<file path="config.mk">
export PLATFORM = sky130hd
export DESIGN_NAME = vga_timing_gen_flat
export DESIGN_NICKNAME = d
export VERILOG_FILES = /design/src/rtl/vga_timing_gen_pkg.sv /design/src/rtl/vga_timing_gen_if.sv /design/src/rtl/vga_timing_gen_axis_counter.sv /design/src/rtl/vga_timing_gen.sv /design/src/flat_wrapper.sv
export SDC_FILE = /design/constraint.sdc
export NUM_CORES = 1
export LEC_CHECK = 0
export CELL_PAD_IN_SITES_DETAIL_PLACEMENT = 1
export CELL_PAD_IN_SITES_GLOBAL_PLACEMENT = 2
export CORE_ASPECT_RATIO = 1.1
export CORE_MARGIN = 2
export CORE_UTILIZATION = 37
export DETAILED_ROUTE_END_ITERATION = 10
export DONT_BUFFER_PORTS = 1
export HOLD_SLACK_MARGIN = 0.05
export PLACE_DENSITY_LB_ADDON = 0.05
export SYNTH_ARGS = -nofsm -noshare
export SYNTH_HDL_FRONTEND = slang
export SYNTH_SLANG_ARGS = --single-unit
</file>
<file path="constraint.sdc">
create_clock -name clk -period 1.75 [get_ports clk]
set_input_delay 0.2625 -clock clk [delete_from_list [all_inputs] [get_ports clk]]
set_output_delay 0.2625 -clock clk [all_outputs]
set_load 0.02 [all_outputs]
</file>
<file path="src/rtl/vga_timing_gen_pkg.sv">
// Shared raster constants for the 800x600 @ 60 Hz VGA pipeline.
// The count width is also used for car and collision position widths.
package vga_timing_gen_pkg;

    localparam int unsigned CNT_W = 11;
    typedef logic [CNT_W-1:0] count_t;

    localparam int unsigned VGA_H_ACTIVE = 800;
    localparam int unsigned VGA_H_FP     = 40;
    localparam int unsigned VGA_H_SYNC   = 128;
    localparam int unsigned VGA_H_BP     = 88;
    localparam int unsigned VGA_V_ACTIVE = 600;
    localparam int unsigned VGA_V_FP     = 1;
    localparam int unsigned VGA_V_SYNC   = 4;
    localparam int unsigned VGA_V_BP     = 23;
    localparam bit          VGA_SYNC_POL = 1'b1;

    localparam int unsigned VGA_H_TOTAL = VGA_H_ACTIVE + VGA_H_FP + VGA_H_SYNC + VGA_H_BP;
    localparam int unsigned VGA_V_TOTAL = VGA_V_ACTIVE + VGA_V_FP + VGA_V_SYNC + VGA_V_BP;

    // Half-open window test [lo, hi) used for the sync pulse decode.
    function automatic logic in_window(input count_t value, input count_t lo, input count_t hi);
        return (value >= lo) && (value < hi);
    endfunction

endpackage

</file>
<file path="src/rtl/vga_timing_gen_if.sv">
// Raster timing bundle produced by vga_timing_gen and consumed by the VGA bus packer.
interface vga_timing_gen_if;
    import vga_timing_gen_pkg::*;

    count_t hcount;
    logic   hsync;
    logic   hblnk;
    count_t vcount;
    logic   vsync;
    logic   vblnk;
    logic   frame_start;
    logic   line_start;

    modport master (
        output hcount, hsync, hblnk, vcount, vsync, vblnk, frame_start, line_start
    );

    modport slave (
        input hcount, hsync, hblnk, vcount, vsync, vblnk, frame_start, line_start
    );

endinterface

</file>
<file path="src/rtl/vga_timing_gen_axis_counter.sv">
// One raster axis: a wrapping position counter plus combinational blank/sync decode
// of its current value. Used once per line (horizontal) and once per frame (vertical).
module vga_axis_counter
    import vga_timing_gen_pkg::*;
#(
    parameter int unsigned ACTIVE   = VGA_H_ACTIVE,
    parameter int unsigned FP       = VGA_H_FP,
    parameter int unsigned SYNC     = VGA_H_SYNC,
    parameter int unsigned BP       = VGA_H_BP,
    parameter bit          SYNC_POL = VGA_SYNC_POL
) (
    input  logic   clk,
    input  logic   rst,
    input  logic   enable_i,
    output count_t count_o,
    output logic   blank_o,
    output logic   sync_o,
    output logic   wrap_o
);

    localparam count_t LAST_C       = count_t'(ACTIVE + FP + SYNC + BP - 1);
    localparam count_t BLANK_C      = count_t'(ACTIVE);
    localparam count_t SYNC_START_C = count_t'(ACTIVE + FP);
    localparam count_t SYNC_END_C   = count_t'(ACTIVE + FP + SYNC);

    count_t cnt_q;
    count_t cnt_d;

    // ">=" rather than "==" so an upset value beyond the last position still wraps.
    assign wrap_o = enable_i && (cnt_q >= LAST_C);

    always_comb begin
        cnt_d = cnt_q;
        if (wrap_o) begin
            cnt_d = '0;
        end else if (enable_i) begin
            cnt_d = cnt_q + count_t'(1);
        end
    end

    always_ff @(posedge clk or negedge rst) begin
        if (!rst) begin
            cnt_q <= '0;
        end else begin
            cnt_q <= cnt_d;
        end
    end

    assign count_o = cnt_q;
    assign blank_o = (cnt_q >= BLANK_C);
    assign sync_o  = in_window(cnt_q, SYNC_START_C, SYNC_END_C) ? SYNC_POL : ~SYNC_POL;

endmodule

</file>
<file path="src/rtl/vga_timing_gen.sv">
// Raster timing generator: chains a horizontal and a vertical axis counter and
// registers every decoded output so all of them describe the same pixel.
module vga_timing_gen
    import vga_timing_gen_pkg::*;
#(
    parameter int unsigned H_ACTIVE = VGA_H_ACTIVE,
    parameter int unsigned H_FP     = VGA_H_FP,
    parameter int unsigned H_SYNC   = VGA_H_SYNC,
    parameter int unsigned H_BP     = VGA_H_BP,
    parameter int unsigned V_ACTIVE = VGA_V_ACTIVE,
    parameter int unsigned V_FP     = VGA_V_FP,
    parameter int unsigned V_SYNC   = VGA_V_SYNC,
    parameter int unsigned V_BP     = VGA_V_BP,
    parameter bit          SYNC_POL = VGA_SYNC_POL
) (
    input  logic             clk,
    input  logic             rst,
    vga_timing_gen_if.master vga_o
);

    count_t h_cnt;
    count_t v_cnt;
    logic   h_blank;
    logic   h_sync;
    logic   h_wrap;
    logic   v_blank;
    logic   v_sync;
    logic   v_wrap_unused;

    vga_axis_counter #(
        .ACTIVE   (H_ACTIVE),
        .FP       (H_FP),
        .SYNC     (H_SYNC),
        .BP       (H_BP),
        .SYNC_POL (SYNC_POL)
    ) u_h_axis (
        .clk      (clk),
        .rst      (rst),
        .enable_i (1'b1),
        .count_o  (h_cnt),
        .blank_o  (h_blank),
        .sync_o   (h_sync),
        .wrap_o   (h_wrap)
    );

    // The vertical axis advances once per line; its own wrap has no consumer here.
    vga_axis_counter #(
        .ACTIVE   (V_ACTIVE),
        .FP       (V_FP),
        .SYNC     (V_SYNC),
        .BP       (V_BP),
        .SYNC_POL (SYNC_POL)
    ) u_v_axis (
        .clk      (clk),
        .rst      (rst),
        .enable_i (h_wrap),
        .count_o  (v_cnt),
        .blank_o  (v_blank),
        .sync_o   (v_sync),
        .wrap_o   (v_wrap_unused)
    );

    logic   line_start_d;
    logic   frame_start_d;
    count_t hcount_q;
    count_t vcount_q;
    logic   hsync_q;
    logic   hblnk_q;
    logic   vsync_q;
    logic   vblnk_q;
    logic   line_start_q;
    logic   frame_start_q;

    assign line_start_d  = (h_cnt == '0);
    assign frame_start_d = (h_cnt == '0) && (v_cnt == '0);

    always_ff @(posedge clk or negedge rst) begin
        if (!rst) begin
            hcount_q      <= '0;
            vcount_q      <= '0;
            hsync_q       <= ~SYNC_POL;
            hblnk_q       <= 1'b0;
            vsync_q       <= ~SYNC_POL;
            vblnk_q       <= 1'b0;
            line_start_q  <= 1'b0;
            frame_start_q <= 1'b0;
        end else begin
            hcount_q      <= h_cnt;
            vcount_q      <= v_cnt;
            hsync_q       <= h_sync;
            hblnk_q       <= h_blank;
            vsync_q       <= v_sync;
            vblnk_q       <= v_blank;
            line_start_q  <= line_start_d;
            frame_start_q <= frame_start_d;
        end
    end

    assign vga_o.hcount      = hcount_q;
    assign vga_o.vcount      = vcount_q;
    assign vga_o.hsync       = hsync_q;
    assign vga_o.hblnk       = hblnk_q;
    assign vga_o.vsync       = vsync_q;
    assign vga_o.vblnk       = vblnk_q;
    assign vga_o.line_start  = line_start_q;
    assign vga_o.frame_start = frame_start_q;

endmodule

</file>
<file path="src/flat_wrapper.sv">
// flat-port wrapper written by rule: the top's interface ports become plain ports
module vga_timing_gen_flat import vga_timing_gen_pkg::*;
#(
    parameter int unsigned H_ACTIVE = VGA_H_ACTIVE,
    parameter int unsigned H_FP     = VGA_H_FP,
    parameter int unsigned H_SYNC   = VGA_H_SYNC,
    parameter int unsigned H_BP     = VGA_H_BP,
    parameter int unsigned V_ACTIVE = VGA_V_ACTIVE,
    parameter int unsigned V_FP     = VGA_V_FP,
    parameter int unsigned V_SYNC   = VGA_V_SYNC,
    parameter int unsigned V_BP     = VGA_V_BP,
    parameter bit          SYNC_POL = VGA_SYNC_POL
)
  (clk, rst, vga_o_hcount, vga_o_hsync, vga_o_hblnk, vga_o_vcount, vga_o_vsync, vga_o_vblnk, vga_o_frame_start, vga_o_line_start);
  vga_timing_gen_if vga_o_i ();
  input  logic clk;
  input  logic rst;
  output wire logic [$bits(vga_o_i.hcount)-1:0] vga_o_hcount;
  output wire logic [$bits(vga_o_i.hsync)-1:0] vga_o_hsync;
  output wire logic [$bits(vga_o_i.hblnk)-1:0] vga_o_hblnk;
  output wire logic [$bits(vga_o_i.vcount)-1:0] vga_o_vcount;
  output wire logic [$bits(vga_o_i.vsync)-1:0] vga_o_vsync;
  output wire logic [$bits(vga_o_i.vblnk)-1:0] vga_o_vblnk;
  output wire logic [$bits(vga_o_i.frame_start)-1:0] vga_o_frame_start;
  output wire logic [$bits(vga_o_i.line_start)-1:0] vga_o_line_start;
  assign vga_o_hcount = vga_o_i.hcount;
  assign vga_o_hsync = vga_o_i.hsync;
  assign vga_o_hblnk = vga_o_i.hblnk;
  assign vga_o_vcount = vga_o_i.vcount;
  assign vga_o_vsync = vga_o_i.vsync;
  assign vga_o_vblnk = vga_o_i.vblnk;
  assign vga_o_frame_start = vga_o_i.frame_start;
  assign vga_o_line_start = vga_o_i.line_start;
  vga_timing_gen #(.H_ACTIVE(H_ACTIVE), .H_FP(H_FP), .H_SYNC(H_SYNC), .H_BP(H_BP), .V_ACTIVE(V_ACTIVE), .V_FP(V_FP), .V_SYNC(V_SYNC), .V_BP(V_BP), .SYNC_POL(SYNC_POL)) u_core (.clk(clk), .rst(rst), .vga_o(vga_o_i));
endmodule
</file>
==> results.sh, run 1 <==
export IMPL_synthMuxAreaShare_pct=1.04
export IMPL_grt_pass1_wl_mm=8.02
export IMPL_antenna_found_initial=0
export IMPL_grt_max_degree=51
export IMPL_fin_util_pct=47.0
export IMPL_clk_pin_slew_ns=0.09
export IMPL_cts_buffers=5
export IMPL_mostFrequentLayoutCells="50 x dfrtp_1, 30 x buf_4, 17 x nor2_1"
export IMPL_drc=0
export IMPL_dp_hpwl_mm=3.31
export IMPL_ys_types=40
export IMPL_h_tree_depth=2
export IMPL_cp_start_kind="flop"
export IMPL_regToRegEndpoint="u_core.u_v_axis.count_o[8]"
export IMPL_crit_type="reg2reg"
export IMPL_synth_xor_area_share_pct=3.85
export IMPL_tns_ns=0
export IMPL_slew_viol_final=0
export IMPL_power_leakage_nw=1.28
export IMPL_die_x_microns=74.9
export IMPL_fmax_ghz=0.587
export IMPL_nNetsFinal=207
export IMPL_portBuffers=0
export IMPL_syn_num_nets=173
export IMPL_ys_warn_count=0
export IMPL_p_per_area_nw_per_um2=776
export IMPL_path_cells="ha_2, a2111o_1, a311oi_2, and3_4, buf_6, a221o_1"
export IMPL_drt_pass1_iterations=4
export IMPL_drive_gt1_share_pct=25.4
export IMPL_relSlewSlack_pct=70.2
export IMPL_wirelength_mm=4.65
export IMPL_cp_arrival_ns=1.95
export IMPL_synth_top_family_by_area="simple AND/OR/NAND/NOR gates"
export IMPL_clkSinkCount=50
export IMPL_run_status="completed"
export IMPL_gp_congestion=0.821
export IMPL_synth_avg_cell_area_sq_um=12.3
export IMPL_cts_max_path_buffers=2
export IMPL_placementRows=28
export IMPL_min_period_ns=1.70
export IMPL_yosys_area_share_simple_pct=15.8
export IMPL_crit_slowest_cell="dfrtp_1"
export IMPL_grt_pass1_vias=1606
export IMPL_maxCapViolCount=0
export IMPL_syn_to_final_growth_pct=23.0
export IMPL_async_flop_share_pct=100
export IMPL_skew_ns=0.00998
export IMPL_die_y_microns=82.0
export IMPL_grt_setup_unrepaired="yes"
export IMPL_synth_seq_cells=50
export IMPL_vias_per_cell=5.17
export IMPL_synth_edf_count=0
export IMPL_reg2reg_from="u_core.u_v_axis.count_o[1]"
export IMPL_clk_insertion_delay_late_ns=0.30
export IMPL_cts_tree="yes"
export IMPL_worst_r2r_path_depth=6
export IMPL_grtUsageTotal_pct=17.4
export IMPL_synth_fa_ha_area_share_pct=3.06
export IMPL_critical_path_max_fanout=5
export IMPL_setup_violations=0
export IMPL_fillers=583
export IMPL_wl_per_cell_microns=16.8
export IMPL_die_area_sq_um=6140
export IMPL_end_kind="flop"
export IMPL_worstSetupStartpoint="u_core.u_v_axis.count_o[1]"
export IMPL_max_vdd_ir_drop_mv=0.299
export IMPL_vias=1426
export IMPL_syn_inst=166
export IMPL_io_pins=30
export IMPL_n_antenna_cell=0
export IMPL_first_iter_violations=38
export IMPL_layout_commonest_cell="dfrtp_1"
export IMPL_coreArea_sq_um=5360
export IMPL_start_util_pct=38.2
export IMPL_min_path_type="in2async"
export IMPL_synth_compound_area_share_pct=11.7
export IMPL_tightest_slew_ns=0.447
export IMPL_max_stage_delay_ns=0.41
export IMPL_hold_viol_final=0
export IMPL_netlist_area_sq_um=2050
export IMPL_ant_nets=0
export IMPL_overflow=0
export IMPL_cp_required_ns=1.99
export IMPL_synth_flop_cell="dfrtp_1"
export IMPL_seq_area_frac_synth_pct=61.1
export IMPL_period_share_pct=97.4
export IMPL_r2r_setup_slack_ns=0.05
export IMPL_root_buffer="clkbuf_8"
## synthesized netlist by cell type, types with 2 or more instances
cell type | instances | area, sq um
nor4_1 | 4 | 25.0
a221o_1 | 4 | 40.0
nor4b_1 | 2 | 17.5
and3_1 | 6 | 37.5
nand3_1 | 9 | 45.0
clkbuf_1 | 4 | 15.0
o211ai_1 | 3 | 22.5
xor2_1 | 3 | 26.3
nand4_1 | 2 | 12.5
buf_2 | 2 | 10.0
nor3_1 | 2 | 10.0
dfrtp_1 | 50 | 1250
xnor2_1 | 6 | 52.6
and4_1 | 3 | 26.3
a21o_1 | 2 | 15.0
a22o_1 | 4 | 35.0
nor2b_1 | 2 | 12.5
and3_2 | 2 | 15.0
a21oi_1 | 3 | 15.0
inv_1 | 6 | 22.5
ha_1 | 5 | 62.6
nand2_1 | 5 | 18.8
a41oi_1 | 2 | 17.5
and2_1 | 2 | 12.5
buf_6 | 2 | 22.5
nor2_1 | 17 | 63.8
## worst max-delay path: cells and delay by family, from the launching register on
kind / cells / cell delay, ns
AO/OA/AOI/OAI: 3 / 0.70
adder cells (fa/ha/maj): 1 / 0.19
flip-flops: 1 / 0.41
AND/OR/NAND/NOR: 1 / 0.24
buffers and inverters: 1 / 0.11
## where the power goes
group | internal (mW) | switching [mW] | leakage (nW)
Clock | 0.400 | 0.369 | 0.0575
Sequential | 1.15 | 0 | 0.675
Combinational | 0.00793 | 0.0226 | 0.551
Total | 1.56 | 0.391 | 1.28
## worst max-delay path by stage
stage	endpoint	slack (ns)
final	u_core.u_v_axis.count_o[8]	0.05
after global routing	u_core.u_v_axis.count_o[8]	-0.07
after CTS	u_core.u_v_axis.count_o[8]	0.003
after detailed placement	u_core.u_v_axis.count_o[8]	-0.06
after global placement	u_core.u_v_axis.count_o[8]	-0.01
after floorplan	u_core.u_v_axis.count_o[7]	-0.07
## layer usage
| layer | up-vias | wire length [microns] | part of all wire, % | track usage [%] |
|---|---|---|---|---|
| met5 | - | 0 | 0 | 0 |
| met4 | 0 | 57 | 1.2 | 5.36 |
| met3 | 6 | 123 | 2.6 | 3.07 |
| met2 | 25 | 2540 | 55 | 31.0 |
| met1 | 732 | 1930 | 41 | 21.1 |
| li1 | 663 | - | - | - |
## per-stage QoR
stage          std cells  worst slack [ns]  hold WS (ns)  area, sq um  power, mW
4_1_cts              276           0.00316         0.494         2500       1.98
3_5_place_dp         265           -0.0597       -0.0318         2340       1.18
6_report             276            0.0459         0.468         2520       1.95
2_1_floorplan        166           -0.0684       -0.0331         2050       1.18
5_1_grt              276           -0.0744         0.497         2520       2.04
3_3_place_gp         265          -0.00995       -0.0320         2340       1.18
## final cells by class
type                       instances  area (sq um)  area share (%)
timing repair buffer              35           297            11.8
multi-input combinational        102           743            29.5
tap                               75          93.8            3.73
sequential                        50          1250            49.7
clock buffer                       8           110            4.37
inverter                           6          22.5           0.895
## cells by family after synthesis
logic type,Yosys count
adders and majority gates,5
muxes,2
DFF,50
buffers and inverters,14
AOI/OAI and AO/OA,27
and+or+nand+nor,59
xor gates and xnor gates,9
## registers in the layout, summed over array words and instances (netlist names), 11 cells and up
signal	count
u_core.vga_o.vcount	11
u_core.u_v_axis.count_o	11
u_core.u_h_axis.count_o	11
u_core.vga_o.hcount	11
## repair_timing
item                                    4_1_cts  5_1_grt
hold buffers                                  2        0
resized for setup                             3        3
pin swaps                                     3        1
hold endpoints to repair                     50        0
buffers inserted                              1        0
endpoints found under the setup margin        9       18
Note: power is estimated with default switching activity, not from simulation.
==> run 2: changes to the inputs <==
--- a/config.mk
+++ b/config.mk
@@ -5,6 +5,7 @@
 export SDC_FILE = /design/constraint.sdc
 export NUM_CORES = 1
 export LEC_CHECK = 0
+export CAP_MARGIN = 20
 export CELL_PAD_IN_SITES_DETAIL_PLACEMENT = 1
 export CELL_PAD_IN_SITES_GLOBAL_PLACEMENT = 2
 export CORE_ASPECT_RATIO = 1.1
==> results of run 2 <==
The final DEF is identical to that of run 1; final timing and power are the same.
==> run 3: changes to the inputs <==
--- a/config.mk
+++ b/config.mk
@@ -11,6 +11,7 @@
 export CORE_ASPECT_RATIO = 1.1
 export CORE_MARGIN = 2
 export CORE_UTILIZATION = 37
+export CTS_CLUSTER_DIAMETER = 30
 export DETAILED_ROUTE_END_ITERATION = 10
 export DONT_BUFFER_PORTS = 1
 export HOLD_SLACK_MARGIN = 0.05
==> results of run 3 <==
The final DEF is identical to that of run 1; final timing and power are the same.
